File: config.mk
export PLATFORM = sky130hd
export DESIGN_NAME = dmem_access_ctrl
export DESIGN_NICKNAME = d
export VERILOG_FILES = /design/src/rtl/dmem_access_ctrl.sv
export SDC_FILE = /design/constraint.sdc
export NUM_CORES = 1
export LEC_CHECK = 0
export BUFFER_PORTS_ARGS = -buffer_cell sky130_fd_sc_hd__buf_2
export CORE_ASPECT_RATIO = 0.7
export CORE_MARGIN = 1
export CORE_UTILIZATION = 30
export CTS_BUF_LIST = sky130_fd_sc_hd__clkbuf_16
export CTS_CLUSTER_DIAMETER = 50
export DETAILED_ROUTE_END_ITERATION = 8
export GPL_TIMING_DRIVEN = 0
export SYNTH_ARGS = -nofsm -noshare
export SYNTH_HDL_FRONTEND = slang
export SYNTH_SLANG_ARGS = --single-unit
File: constraint.sdc
create_clock -name CLK -period 5 [get_ports CLK]
set_input_delay 0.25 -clock CLK [delete_from_list [all_inputs] [get_ports CLK]]
set_output_delay 0.25 -clock CLK [all_outputs]
set_load 0.05 [all_outputs]
File: src/rtl/dmem_access_ctrl.sv
// Data-memory port controller: arbitrates MEM-stage loads/stores against an external master.
// Define DMEM_TIMEOUT_EN to abort accesses whose MemAck never arrives and flag MemErr.
module dmem_access_ctrl #(
    parameter int unsigned ADDR_W     = 32,
    parameter int unsigned DATA_W     = 32,
    parameter int unsigned STARVE_MAX = 4,
    parameter int unsigned TIMEOUT    = 16
) (
    input  logic              CLK,
    input  logic              RST,
    input  logic              MemReadM,
    input  logic              MemWriteM,
    input  logic [ADDR_W-1:0] ALUResultM,
    input  logic [DATA_W-1:0] WriteDataM,
    output logic              StallMem,
    output logic [DATA_W-1:0] RD,
    input  logic              ExtReq,
    input  logic              ExtWe,
    input  logic [ADDR_W-1:0] ExtAddr,
    input  logic [DATA_W-1:0] ExtWData,
    output logic              ExtAck,
    output logic [DATA_W-1:0] ExtRData,
    output logic              MemReq,
    output logic              MemWe,
    output logic [ADDR_W-1:0] MemAddr,
    output logic [DATA_W-1:0] MemWData,
    input  logic [DATA_W-1:0] MemRData,
    input  logic              MemAck,
    output logic              MemErr
);

    localparam int unsigned SW = $clog2(STARVE_MAX + 1);
    localparam logic [SW-1:0] StarveLimit = SW'(STARVE_MAX);

    typedef enum logic [2:0] {
        StIdle,
        StCpuBusy,
        StExtBusy,
        StCpuDone,
        StExtDone
    } stateT;

    stateT             stateQ, stateD;
    logic              memReqQ, memReqD;
    logic              memWeQ, memWeD;
    logic [ADDR_W-1:0] memAddrQ, memAddrD;
    logic [DATA_W-1:0] memWDataQ, memWDataD;
    logic [DATA_W-1:0] rdQ, rdD;
    logic [DATA_W-1:0] extRDataQ, extRDataD;
    logic [SW-1:0]     starveQ, starveD;
    logic              cpuAcc;
    logic              busy;
    logic              timedOut;
    logic [DATA_W-1:0] respData;

    assign cpuAcc = MemReadM | MemWriteM;
    assign busy   = (stateQ == StCpuBusy) || (stateQ == StExtBusy);

`ifdef DMEM_TIMEOUT_EN
    localparam int unsigned TW = $clog2(TIMEOUT + 1);
    localparam logic [DATA_W-1:0] AbortData = DATA_W'(32'hDEADBEEF);

    logic [TW-1:0] timerQ;
    logic          errQ;

    assign timedOut = busy && !MemAck && (timerQ == TW'(TIMEOUT - 1));
    assign respData = MemAck ? MemRData : AbortData;
    assign MemErr   = errQ;

    always_ff @(posedge CLK or posedge RST) begin
        if (RST) begin
            timerQ <= '0;
            errQ   <= 1'b0;
        end else begin
            if (busy && !MemAck && !timedOut) begin
                timerQ <= timerQ + TW'(1);
            end else begin
                timerQ <= '0;
            end
            if (timedOut) begin
                errQ <= 1'b1;
            end
        end
    end
`else
    assign timedOut = 1'b0;
    assign respData = MemRData;
    assign MemErr   = 1'b0;
`endif

    always_comb begin
        stateD    = stateQ;
        memReqD   = memReqQ;
        memWeD    = memWeQ;
        memAddrD  = memAddrQ;
        memWDataD = memWDataQ;
        rdD       = rdQ;
        extRDataD = extRDataQ;
        starveD   = starveQ;

        unique case (stateQ)
            StIdle: begin
                // CPU wins unless the external master has been passed over STARVE_MAX times
                if (cpuAcc && !(ExtReq && (starveQ == StarveLimit))) begin
                    stateD    = StCpuBusy;
                    memReqD   = 1'b1;
                    memWeD    = MemWriteM;
                    memAddrD  = ALUResultM;
                    memWDataD = WriteDataM;
                    starveD   = ExtReq ? starveQ + SW'(1) : '0;
                end else if (ExtReq) begin
                    stateD    = StExtBusy;
                    memReqD   = 1'b1;
                    memWeD    = ExtWe;
                    memAddrD  = ExtAddr;
                    memWDataD = ExtWData;
                    starveD   = '0;
                end else begin
                    starveD = '0;
                end
            end
            StCpuBusy, StExtBusy: begin
                if (MemAck || timedOut) begin
                    memReqD = 1'b0;
                    memWeD  = 1'b0;
                    if (stateQ == StCpuBusy) begin
                        stateD = StCpuDone;
                        if (!memWeQ) begin
                            rdD = respData;
                        end
                    end else begin
                        stateD    = StExtDone;
                        extRDataD = respData;
                    end
                end
            end
            StCpuDone, StExtDone: begin
                stateD = StIdle;
            end
            default: begin
                stateD = StIdle;
            end
        endcase
    end

    always_ff @(posedge CLK or posedge RST) begin
        if (RST) begin
            stateQ    <= StIdle;
            memReqQ   <= 1'b0;
            memWeQ    <= 1'b0;
            memAddrQ  <= '0;
            memWDataQ <= '0;
            rdQ       <= '0;
            extRDataQ <= '0;
            starveQ   <= '0;
        end else begin
            stateQ    <= stateD;
            memReqQ   <= memReqD;
            memWeQ    <= memWeD;
            memAddrQ  <= memAddrD;
            memWDataQ <= memWDataD;
            rdQ       <= rdD;
            extRDataQ <= extRDataD;
            starveQ   <= starveD;
        end
    end

    // Stall drops only in CPU_DONE so the pipeline advances exactly once per access
    assign StallMem = cpuAcc & (stateQ != StCpuDone);
    assign ExtAck   = (stateQ == StExtDone);
    assign RD       = rdQ;
    assign ExtRData = extRDataQ;
    assign MemReq   = memReqQ;
    assign MemWe    = memWeQ;
    assign MemAddr  = memAddrQ;
    assign MemWData = memWDataQ;

endmodule

==> flow_summary.json <==
{
  "status": "finished clean",
  "hold_viol_final": 0,
  "grt_use_met1_pct": 28.28,
  "slew_viol_final": 0,
  "critPathRequiredTime_ns": 5.33,
  "cts_resized": 0,
  "grtUsageTotal_pct": 20.19,
  "worstMarginPinSlew_ns": 0.6351,
  "cts_setup_buffers": 0,
  "rows": 43,
  "syn-instance-count": 560,
  "crit_type": "register to register",
  "grt_pass1_wl_mm": 32.76,
  "drc": 0,
  "dr.pass1.iters": 5,
  "vias": 5914,
  "synth.top_cell.area_share_pct": 55.67,
  "grt_max_degree": 71,
  "syn_area_mm2": 0.006113,
  "die-area_mm2": 0.02096,
  "slew-limit-headroom_pct": 57.66,
  "clk_latency_ns": 0.42,
  "yosysUniqueCellTypes": 35,
  "power_leakage_uw": 0.004026,
  "routabilityCongestion": 0.9110,
  "io_buffers": 298,
  "seq_area_mm2": 0.003403,
  "finalSetupViolCount": 0,
  "final_cell_mix": "308 x buf_2, 136 x dfrtp_1, 67 x o21ai_0",
  "rsz0062_at_grt": "false",
  "ys_seq_area_share_pct": 55.67,
  "cts_root_buffer": "clkbuf_16",
  "met2_usage_pct": 30.44,
  "n_antenna_cell": 0,
  "fin_skew_ns": 0.01080,
  "cts_buffers": 17,
  "drv_cap": 0,
  "top_usage_layer": "met2",
  "crit_path_end_kind": "register",
  "post_drt_via_cell_ratio": 5.090,
  "period_share_pct": 41.62,
  "worst_slack_ns": 2.919,
  "wl_per_cell_um": 17.90,
  "power.total_uw": 7085,
  "synth_edf_count": 0,
  "cp-start-kind": "register",
  "worstPathMaxFanout": 10,
  "clk_path_buf_depth": 2,
  "syn_area_per_cell_um2": 10.92,
  "syn_nets": 729,
  "io_pins": 300,
  "ir_drop_mv": 0.3651,
  "ant_nets": 0,
  "overflow": 0,
  "grt_pass1_vias": 5822,
  "n_fill_cell": 1983,
  "cp.arrival_ns": 2.41,
  "cts_num_sinks": 136,
  "antenna_found_initial": 0,
  "hpwlAfterDp_mm": 15.40,
  "dp_slack_ns": 2.951,
  "cts_tree": "yes",
  "hold_class": "input pin to register",
  "area_growth_pct": 40.48,
  "die_h_um": 121.4,
  "holdWs_ns": 0.06888,
  "die_w_um": 172.6,
  "ys.flop_type": "dfrtp_1",
  "fin_util_pct": 43.14,
  "fin_nets": 1048,
  "wl_mm": 20.80,
  "synth-seq-cells": 136,
  "synth.yosys.warnings": 0,
  "core_mm2": 0.01991,
  "final_common_cell": "buf_2",
  "finalSetupTns_ns": 0,
  "drive_gt1_share_pct": 48.21,
  "h-tree-depth": 4,
  "fin_crit_ns": 2.081,
  "path_clk_slew_ns": 0.06,
  "ys_async_sr_fraction_pct": 100.0,
  "yosys.area.top_type": "dfrtp_1",
  "multi_input_area_mm2": 0.002370,
  "power.density_mw_per_mm2": 825.0,
  "start_util_pct": 30.71,
  "synthTopCellsByArea": "dfrtp_1 56%, mux2_2 12%, a31oi_1 6.8%",
  "max_freq_ghz": 0.4806,
  "use_met3_pct": 5.796,
  "drt_iter0_markers": 343
}
state kept, by name, summed over array words and instances (netlist names):
signal,count
MemReq,1
MemWData,32
ExtRData,32
MemWe,1
MemAddr,32
RD,32
starveQ,3
stateQ,3
routing by layer:
| metal | share of wire, % | wire length, um |
|---|---|---|
| met1 | 46 | 9670 |
| met2 | 45 | 9307 |
| met3 | 8.0 | 1656 |
| met4 | 0.79 | 165 |
| met5 | 0 | 0 |
critical path, cell delays in order (launching register included):
cell and delay [ns]:
dfrtp_1 0.40, inv_1 0.06, ha_1 0.23, nand3_1 0.19, buf_2 0.30, buf_1 0.46, nand3_1 0.15, a31oi_1 0.21
per-stage QoR:
stage	area [um^2]	cells
final	8588	1162
after global routing	8588	1162
after CTS	8588	1162
after detailed placement	7975	1129
after global placement	7943	1128
after floorplan	6113	560
final timing paths:
path | from | cells after the start | to | slack [ns]
setup reg to reg | starveQ[0] | 7 | MemWData[7] | 2.92
min in group asynchronous | RST | 3 | MemAddr[20] | 0.47
max in group asynchronous | RST | 4 | MemAddr[7] | 3.74
hold reg to reg | ExtRData[3] | 1 | ExtRData[3] | 0.48
setup / recovery | starveQ[0] | 7 | MemWData[7] | 2.92
hold / removal | MemRData[3] | 2 | ExtRData[3] | 0.07
cell type report:
class | instances | share of cell area, %
flip-flops and latches | 136 | 39.63
multi-input cells | 360 | 27.59
repair buffers | 300 | 17.80
clock buffers | 17 | 4.953
well taps | 270 | 3.934
plain buffers | 59 | 3.744
clock inverters | 15 | 2.069
inverters | 5 | 0.2768
power by group:
| group | internal [uW] | total (uW) | switching (uW) |
|---|---|---|---|
| registers | 1660 | 1930 | 277 |
| clock network | 789 | 1300 | 510 |
| logic | 1010 | 3850 | 2840 |
repair_timing:
item,CTS,global route
endpoints found under the hold margin,66,0
hold buffers,1,0
endpoints found under the setup margin,0,0
cell families (layout without fill, tap and decap cells):
| group | Yosys count | after routing | synth area share (%) |
|---|---|---|---|
| AO/OA/AOI/OAI | 204 | 204 | 18.34 |
| flip-flops | 136 | 136 | 55.67 |
| AND/OR/NAND/NOR | 87 | 87 | 7.859 |
| multiplexers | 65 | 65 | 11.95 |
| buffers and inverters | 64 | 396 | 5.567 |
| adder cells (fa/ha/maj) | 2 | 2 | 0.4093 |
| other | 1 | 1 | 0.06134 |
| XOR/XNOR | 1 | 1 | 0.1433 |
cell usage after synthesis, types with 2 or more instances:
cell type / instances
buf_6: 5
ha_1: 2
clkbuf_2: 4
nor3_1: 3
nor2_1: 6
nand3_1: 65
o21ai_0: 67
clkbuf_1: 27
buf_2: 10
a22oi_1: 2
a31oi_1: 66
mux2_2: 63
dfrtp_1: 136
nand2_1: 2
a21oi_1: 65
nand4_1: 2
nor3b_4: 2
buf_4: 12
inv_1: 5
Note: power is estimated with default switching activity, not from simulation.
